===== config.mk =====
export PLATFORM = sky130hd
export DESIGN_NAME = id_ex_stage
export DESIGN_NICKNAME = d
export VERILOG_FILES = /design/src/rtl/id_ex_stage.sv
export SDC_FILE = /design/constraint.sdc
export NUM_CORES = 1
export LEC_CHECK = 0
export CELL_PAD_IN_SITES_DETAIL_PLACEMENT = 2
export CELL_PAD_IN_SITES_GLOBAL_PLACEMENT = 2
export CORE_MARGIN = 2
export CORE_UTILIZATION = 23
export CTS_BUF_LIST = sky130_fd_sc_hd__clkbuf_4 sky130_fd_sc_hd__clkbuf_8
export DETAILED_ROUTE_END_ITERATION = 12
export GPL_ROUTABILITY_DRIVEN = 0
export PLACE_DENSITY = 0.84
export SYNTH_ARGS = -nofsm -noshare
export SYNTH_HDL_FRONTEND = slang
export SYNTH_SLANG_ARGS = --single-unit

===== constraint.sdc =====
create_clock -name clk -period 2.6 [get_ports clk]
set_clock_uncertainty 0.1 [all_clocks]
set_input_delay 0.52 -clock clk [delete_from_list [all_inputs] [get_ports clk]]
set_output_delay 0.52 -clock clk [all_outputs]
set_load 0.03 [all_outputs]

===== src/rtl/id_ex_stage.sv =====
// ID/EX pipeline stage of an in-order RISC-V integer pipeline.
// Captures decoded fields into EX state. Detects the load-use hazard and
// inserts a bubble for it. Forwards EX/MEM and MEM/WB results into the
// ALU operands and the store data.
//
// Ports:
//   clk, rst        - clock; synchronous active-high reset
//   id_*            - decoded instruction, register data and control from ID
//   ex_flush        - redirect from EX (taken branch/jump); squashes the ID slot
//   mem_*           - EX/MEM forwarding source (regwrite, rd, result)
//   wb_*            - MEM/WB forwarding source (regwrite, rd, data)
//   id_stall        - hold PC and IF/ID this cycle (load-use hazard)
//   ex_*            - registered EX fields and controls
//   alu_op1/alu_op2 - ALU operands after forwarding and source selection
//   ex_rs2_fwd      - forwarded rs2 value, used as store data
module id_ex_stage #(
   parameter int unsigned REG_DATA_WIDTH = 32,
   parameter int unsigned REG_ADDR_WIDTH = 5,
   parameter int unsigned FUNCT3_WIDTH   = 3
) (
   input  logic                      clk,
   input  logic                      rst,
   input  logic                      id_valid,
   input  logic [REG_DATA_WIDTH-1:0] id_pc,
   input  logic [REG_ADDR_WIDTH-1:0] id_rs1_addr,
   input  logic [REG_ADDR_WIDTH-1:0] id_rs2_addr,
   input  logic [REG_ADDR_WIDTH-1:0] id_rd_addr,
   input  logic [REG_DATA_WIDTH-1:0] id_rs1_data,
   input  logic [REG_DATA_WIDTH-1:0] id_rs2_data,
   input  logic [REG_DATA_WIDTH-1:0] id_imm,
   input  logic [FUNCT3_WIDTH-1:0]   id_funct3,
   input  logic                      id_inst30,
   input  logic [1:0]                id_aluop,
   input  logic                      id_alusrc1,
   input  logic                      id_alusrc2,
   input  logic                      id_memread,
   input  logic                      id_memwrite,
   input  logic                      id_regwrite,
   input  logic                      ex_flush,
   input  logic                      mem_regwrite,
   input  logic [REG_ADDR_WIDTH-1:0] mem_rd_addr,
   input  logic [REG_DATA_WIDTH-1:0] mem_result,
   input  logic                      wb_regwrite,
   input  logic [REG_ADDR_WIDTH-1:0] wb_rd_addr,
   input  logic [REG_DATA_WIDTH-1:0] wb_data,
   output logic                      id_stall,
   output logic                      ex_valid,
   output logic [REG_DATA_WIDTH-1:0] ex_pc,
   output logic [REG_DATA_WIDTH-1:0] alu_op1,
   output logic [REG_DATA_WIDTH-1:0] alu_op2,
   output logic [REG_DATA_WIDTH-1:0] ex_rs2_fwd,
   output logic [FUNCT3_WIDTH-1:0]   ex_funct3,
   output logic                      ex_inst30,
   output logic [1:0]                ex_aluop,
   output logic [REG_ADDR_WIDTH-1:0] ex_rd_addr,
   output logic                      ex_memread,
   output logic                      ex_memwrite,
   output logic                      ex_regwrite
);

   // EX state not exposed directly on ports
   logic [REG_ADDR_WIDTH-1:0] ex_rs1_addr;
   logic [REG_ADDR_WIDTH-1:0] ex_rs2_addr;
   logic [REG_DATA_WIDTH-1:0] ex_rs1_data;
   logic [REG_DATA_WIDTH-1:0] ex_rs2_data;
   logic [REG_DATA_WIDTH-1:0] ex_imm;
   logic                      ex_alusrc1;
   logic                      ex_alusrc2;

   logic                      rs1_hit;
   logic                      rs2_hit;
   logic                      capture;
   logic [REG_DATA_WIDTH-1:0] rs1_wt;
   logic [REG_DATA_WIDTH-1:0] rs2_wt;
   logic [REG_DATA_WIDTH-1:0] fwd_rs1;
   logic [REG_DATA_WIDTH-1:0] fwd_rs2;

   // Load-use hazard: the load in EX writes a register the ID instruction reads.
   // A flush squashes the ID instruction, so no stall is needed then.
   always_comb begin
      rs1_hit  = (id_rs1_addr == ex_rd_addr);
      rs2_hit  = (id_rs2_addr == ex_rd_addr);
      id_stall = ex_valid && ex_memread && (ex_rd_addr != '0) && id_valid &&
                 (rs1_hit || rs2_hit) && !ex_flush;
      capture  = id_valid && !ex_flush && !id_stall;
   end

   // The register file is read in the same cycle the writeback lands,
   // so pass the writeback value through on an index match.
   always_comb begin
      rs1_wt = id_rs1_data;
      rs2_wt = id_rs2_data;
      if (wb_regwrite && (wb_rd_addr == id_rs1_addr) && (id_rs1_addr != '0))
         rs1_wt = wb_data;
      if (wb_regwrite && (wb_rd_addr == id_rs2_addr) && (id_rs2_addr != '0))
         rs2_wt = wb_data;
   end

   // EX state register. Data fields are loaded even for a bubble because
   // they are don't-care once ex_valid and the controls are cleared.
   always_ff @(posedge clk) begin
      if (rst) begin
         ex_valid    <= 1'b0;
         ex_memread  <= 1'b0;
         ex_memwrite <= 1'b0;
         ex_regwrite <= 1'b0;
         ex_pc       <= '0;
         ex_rs1_addr <= '0;
         ex_rs2_addr <= '0;
         ex_rs1_data <= '0;
         ex_rs2_data <= '0;
         ex_imm      <= '0;
         ex_rd_addr  <= '0;
         ex_funct3   <= '0;
         ex_inst30   <= 1'b0;
         ex_aluop    <= '0;
         ex_alusrc1  <= 1'b0;
         ex_alusrc2  <= 1'b0;
      end else begin
         ex_valid    <= capture;
         ex_memread  <= capture && id_memread;
         ex_memwrite <= capture && id_memwrite;
         ex_regwrite <= capture && id_regwrite;
         ex_pc       <= id_pc;
         ex_rs1_addr <= id_rs1_addr;
         ex_rs2_addr <= id_rs2_addr;
         ex_rs1_data <= rs1_wt;
         ex_rs2_data <= rs2_wt;
         ex_imm      <= id_imm;
         ex_rd_addr  <= id_rd_addr;
         ex_funct3   <= id_funct3;
         ex_inst30   <= id_inst30;
         ex_aluop    <= id_aluop;
         ex_alusrc1  <= id_alusrc1;
         ex_alusrc2  <= id_alusrc2;
      end
   end

   // Operand forwarding: the younger EX/MEM result wins over MEM/WB; x0 never forwards.
   always_comb begin
      fwd_rs1 = ex_rs1_data;
      if (mem_regwrite && (mem_rd_addr == ex_rs1_addr) && (ex_rs1_addr != '0))
         fwd_rs1 = mem_result;
      else if (wb_regwrite && (wb_rd_addr == ex_rs1_addr) && (ex_rs1_addr != '0))
         fwd_rs1 = wb_data;

      fwd_rs2 = ex_rs2_data;
      if (mem_regwrite && (mem_rd_addr == ex_rs2_addr) && (ex_rs2_addr != '0))
         fwd_rs2 = mem_result;
      else if (wb_regwrite && (wb_rd_addr == ex_rs2_addr) && (ex_rs2_addr != '0))
         fwd_rs2 = wb_data;
   end

   // ALU source selection; store data always takes the forwarded rs2
   always_comb begin
      alu_op1    = ex_alusrc1 ? ex_pc  : fwd_rs1;
      alu_op2    = ex_alusrc2 ? ex_imm : fwd_rs2;
      ex_rs2_fwd = fwd_rs2;
   end

endmodule


; ---- Word-level counts from Yosys, hierarchy flattened
; Cells that the tools add are included.
[op_classes]
n_eq_ne = 8
muxes = 8
reduce_logical = 30
[op_table]
columns = op, count
row1 = $mux W32, 8
row2 = $eq A5 B5 Y1, 8
row3 = $reduce_bool A5 Y1, 5
row4 = $logic_and A1 B1 Y1, 22
row5 = $logic_not A1 Y1, 2
row6 = $logic_or A1 B1 Y1, 1
[totals]
register_bits = 155
in_bits = 234
output_inout_bits = 144
elab_cells = 62

; ---- Logic depth before layout (Yosys ltp)
[depth]
depth_word = 8
ltp_mapped = 8
mapped_depth_nobuf = 5

; ---- Worst setup path after synthesis
; No wires, ideal clock.
[synth_path]
path_kind = input port to output port
from = in wb_rd_addr[0]
to = out alu_op2[11]
arrival_time_ns = 2.587
required_time_ns = 1.980
slack_ns = -0.607
cell_stages = 8
path_buffers = 3
path_cell_list = clkbuf_1 -> xnor2_1 -> and4_1 -> clkbuf_1 -> buf_1 -> nand3_1 -> a31oi_1 -> mux2_2
[synth_between]
elab_chain_len = 6
[synth_lines]
columns = item, line
row1 = start: declaration, 44  ; input logic [REG_ADDR_WIDTH-1:0] wb_rd_addr,
row2 = $eq A5 B5 Y1, 150  ; else if (wb_regwrite && (wb_rd_addr == ex_rs2_addr) && (ex_rs2_addr != '0))
row3 = $logic_and A1 B1 Y1 (2 in a row), 150
row4 = $mux W32, 150
row5 = $mux W32, 148  ; if (mem_regwrite && (mem_rd_addr == ex_rs2_addr) && (ex_rs2_addr != '0))
row6 = net ex_rs2_fwd[11], 51  ; output logic [REG_DATA_WIDTH-1:0] ex_rs2_fwd,
row7 = $mux W32, 157  ; alu_op2 = ex_alusrc2 ? ex_imm : fwd_rs2;
row8 = end: declaration, 50  ; output logic [REG_DATA_WIDTH-1:0] alu_op2,
; The timed path passes the listed nets, and every way through them passes these cells.

; ---- Final worst setup path
[layout_path]
from = in mem_rd_addr[3]
to = out alu_op1[20]
[layout_between]
elab_chain_len = 5
[layout_lines]
columns = item, line
row1 = start: declaration, 41  ; input logic [REG_ADDR_WIDTH-1:0] mem_rd_addr,
row2 = $eq A5 B5 Y1, 142  ; if (mem_regwrite && (mem_rd_addr == ex_rs1_addr) && (ex_rs1_addr != '0))
row3 = $logic_and A1 B1 Y1 (2 in a row), 142
row4 = $mux W32, 142
row5 = $mux W32, 156  ; alu_op1 = ex_alusrc1 ? ex_pc : fwd_rs1;
row6 = end: declaration, 49  ; output logic [REG_DATA_WIDTH-1:0] alu_op1,
; Every way passes these cells.

==> run summary <==
1st-pass router iterations: 5
Setup Crit Path Kind: in2out
Via count of the first global-routing pass: 10,882
Top delay family on crit path: buffers and inverters
Number of instances in the placed design: 1,805
Cell mode on critical path: sky130_fd_sc_hd__buf_4
Total clock buffers created by CTS: 17
Latest clock arrival within the worst-skew pair: 480 ps
Final critical-path required period: 3480 ps
Post-synthesis register bit count: 155
Number of enable flip-flop cells after synthesis: 0
Sequential group share of total power: 36.4%
Switching Fraction: 34.8%
Final setup violation count: 96
Pin count of the biggest net entering global routing: 75
Clock power share: 26.4%
Worst-path clk slew: 110 ps
Post-synthesis average cell area: 8.98 um^2
Launch point of the worst hold path: id_rs1_addr[4]
Remaining global-route overflow: 0
Worst-case setup margin in the final layout: -881 ps
Commonest cells after routing, fill and taps aside: sky130_fd_sc_hd__clkdlybuf4s50_1 (266), sky130_fd_sc_hd__buf_4 (155), sky130_fd_sc_hd__dfxtp_1 (144)
Buffer and inverter count on the worst path: 5
Max-capacitance violation count: 0
Quantity of hold-fixing buffers added after cts: 0
DRC violation count after routing: 0
Initial antenna violation count: 5
ANT nets after route: 0
Post-DR wirelength/cell: 27.4 um
Site row count: 66
Endpoints failing hold: 0
Class of the worst hold path: in2reg
Root Driver: sky130_fd_sc_hd__clkbuf_8
Longest individual stage delay on the worst path: 380 ps
Starting density of the core: 23.4%
Cell area power density: 437 nW/um^2
Most common cell after layout, fill and taps aside: sky130_fd_sc_hd__clkdlybuf4s50_1
Launching element type of the critical path: primary input
Ys flop type: sky130_fd_sc_hd__dfxtp_1
Die outline width: 187 um
Starting DRT DRC Count: 439
Worst Max-Slew Pin Slew: 674 ps
Final-report max-slew violation count: 0
Async set-reset flop share out of synthesis: 0%
Post-detailed-placement half-perimeter wirelength: 36,800 um
Cell count after synthesis: 854
Share of cells above drive strength 1: 38.7%
Leakage power of the design: 6.42 nW
Max Fanout on Critical Path: 5
Worst EP arrival: 2860 ps
Fmax: 287 MHz
Net count after synthesis: 1,088
RSZ-0062 raised after global routing: yes
Routed vias: 9,264
Reported net switching power: 0.00249 W
First-pass GRT wire length: 73,300 um
Signed area change from the synthesized netlist to the final layout: 114%
Yosys cell types: 35
CTS tree: done
Status: complete, but fails checks
Total wire length: 51,600 um
Origin of the critical flop-to-flop path: ex_rd_addr[0]$_SDFF_PP0_
Required time reported for the critical path endpoint: 1980 ps
Non-filler cells in the finished layout: 1,882
CTS Buffer Depth: 2
Max-slew headroom at the worst pin: 55.1%
Proportion of synthesized chip area in sequential cells: 40.5%
Nets: 1,656
Chip height: 187 um
Combinational share of power: 37.2%
Beginning of the critical path: mem_rd_addr[3]
Chain of cells forming the critical path: dlygate4sd2_1, buf_4, xnor2_4, nand4_1, nor4_4, nor2_4, buf_12, buf_4, a222oi_1, buf_4
Setup crit end kind: primary output
Full die area: 34,800 um^2
Area share of the leading cell type in the synthesized netlist: 40.5%
Failing checks: negative setup slack
Warning count from the yosys run: 0
PortBufs: 377
Sinks on Clock Net: 155
Total global-route track usage: 28.4%
Avg Vias per Cell: 4.92
Internal power: 0.00467 W
H-tree depth reported by CTS: 4
Number of primary I/O pins: 378
Cell area after synthesis: 7670 um^2
Post-synth top area cell: sky130_fd_sc_hd__dfxtp_1
Standard cell area after detailed placement: 14,600 um^2
VDD IR-drop max: 0.301 mV
Biggest area contributors in the synthesized netlist: sky130_fd_sc_hd__dfxtp_1 (40%), sky130_fd_sc_hd__mux2i_1 (13%), sky130_fd_sc_hd__nor2b_1 (7.2%), sky130_fd_sc_hd__mux2_2 (4.6%), sky130_fd_sc_hd__a222oi_1 (4.2%)
Slowest cell on crit path: sky130_fd_sc_hd__nor4_4
Layout Cell Area excl Fill: 16,400 um^2
Core Footprint: 32,700 um^2
Final period utilization: 134%
## logic make-up after synthesis
logic type / share of synthesized area, %
buffers and inverters: 7.41
muxes: 17.1
DFF: 40.5
and+or+nand+nor: 19.7
AOI/OAI and AO/OA: 10.9
xor gates and xnor gates: 4.34
## power groups by stage
stage | Combinational, W | Clock [W] | Sequential [W]
floorplan | 0.00101 | 0 | 0.00269
global placement | 0.00224 | 0 | 0.00263
detailed placement | 0.00233 | 0 | 0.00265
CTS | 0.00255 | 0.00194 | 0.00260
global route | 0.00277 | 0.00203 | 0.00261
finish | 0.00267 | 0.00189 | 0.00260
## cells in the mapped netlist (3+ instances only)
cell type and n:
sky130_fd_sc_hd__buf_2 16, sky130_fd_sc_hd__or4_1 3, sky130_fd_sc_hd__dfxtp_1 155, sky130_fd_sc_hd__and2_1 4, sky130_fd_sc_hd__nor2_1 73, sky130_fd_sc_hd__mux2i_1 96
sky130_fd_sc_hd__o31ai_1 32, sky130_fd_sc_hd__nor3_1 32, sky130_fd_sc_hd__inv_1 65, sky130_fd_sc_hd__xnor2_1 36, sky130_fd_sc_hd__nand3_1 35, sky130_fd_sc_hd__nand2_1 10
sky130_fd_sc_hd__and3_1 31, sky130_fd_sc_hd__buf_4 3, sky130_fd_sc_hd__clkbuf_1 55, sky130_fd_sc_hd__a222oi_1 32, sky130_fd_sc_hd__nand4_1 4, sky130_fd_sc_hd__buf_1 4
sky130_fd_sc_hd__nor2b_1 88, sky130_fd_sc_hd__a31oi_1 31, sky130_fd_sc_hd__mux2_2 31
## stage by stage
step,setup WS [ps],util [%],TNS [ps],hold WS (ps),power [W]
after CTS,-852,49.0,-71380,379,0.00708
after global routing,-980,50.2,-79370,305,0.00742
after global placement,-1150,44.8,-89650,764,0.00488
after detailed placement,-1320,44.8,-102710,888,0.00498
final,-881,50.2,-71100,325,0.00716
after floorplan,-374,-,-15750,507,0.00370
## layer usage
layer	global-route usage, %	vias to the layer above	part of all wire, %
met2	53.9	390	54
li1	-	4126	-
met3	6.45	131	5.1
met5	0	-	0
met1	29.2	4617	36
met4	14.2	0	5.1
## registers in the layout (all words and copies together) (netlist names), 2 cells and up
name	count
ex_rs2_data	32
ex_rd_addr	5
ex_rs1_data	32
ex_rs1_addr	5
ex_rs2_addr	5
ex_aluop	2
ex_imm	32
ex_funct3	3
ex_pc	32
## layout make-up
| type | count | area (um^2) |
|---|---|---|
| Fill cell | 3314 | 16300 |
| Inverter | 65 | 244 |
| Timing Repair Buffer | 627 | 6590 |
| Multi-Input combinational cell | 556 | 5510 |
| Tap cell | 442 | 553 |
| Antenna cell | 5 | 12.5 |
| Clock buffer | 20 | 263 |
| Clock inverter | 12 | 116 |
| Sequential cell | 155 | 3120 |
## repair_timing
action / CTS / global route
endpoints found under the setup margin: 97 / 97
gates cloned: 2 / 1
pin swaps: 46 / 62
buffers inserted: 36 / 33
gates resized for setup: 266 / 92
## path summary, 6_finish.rpt
path                               end  depth (start not counted)  slack [ps]
max                        alu_op1[20]                         10        -880
min          ex_rs1_addr[4]$_SDFF_PP0_                          2         330
max reg2reg     ex_memwrite$_SDFF_PP0_                          5         680
min reg2reg        ex_valid$_SDFF_PP0_                          3         750
Note: power is estimated with default switching activity, not from simulation.
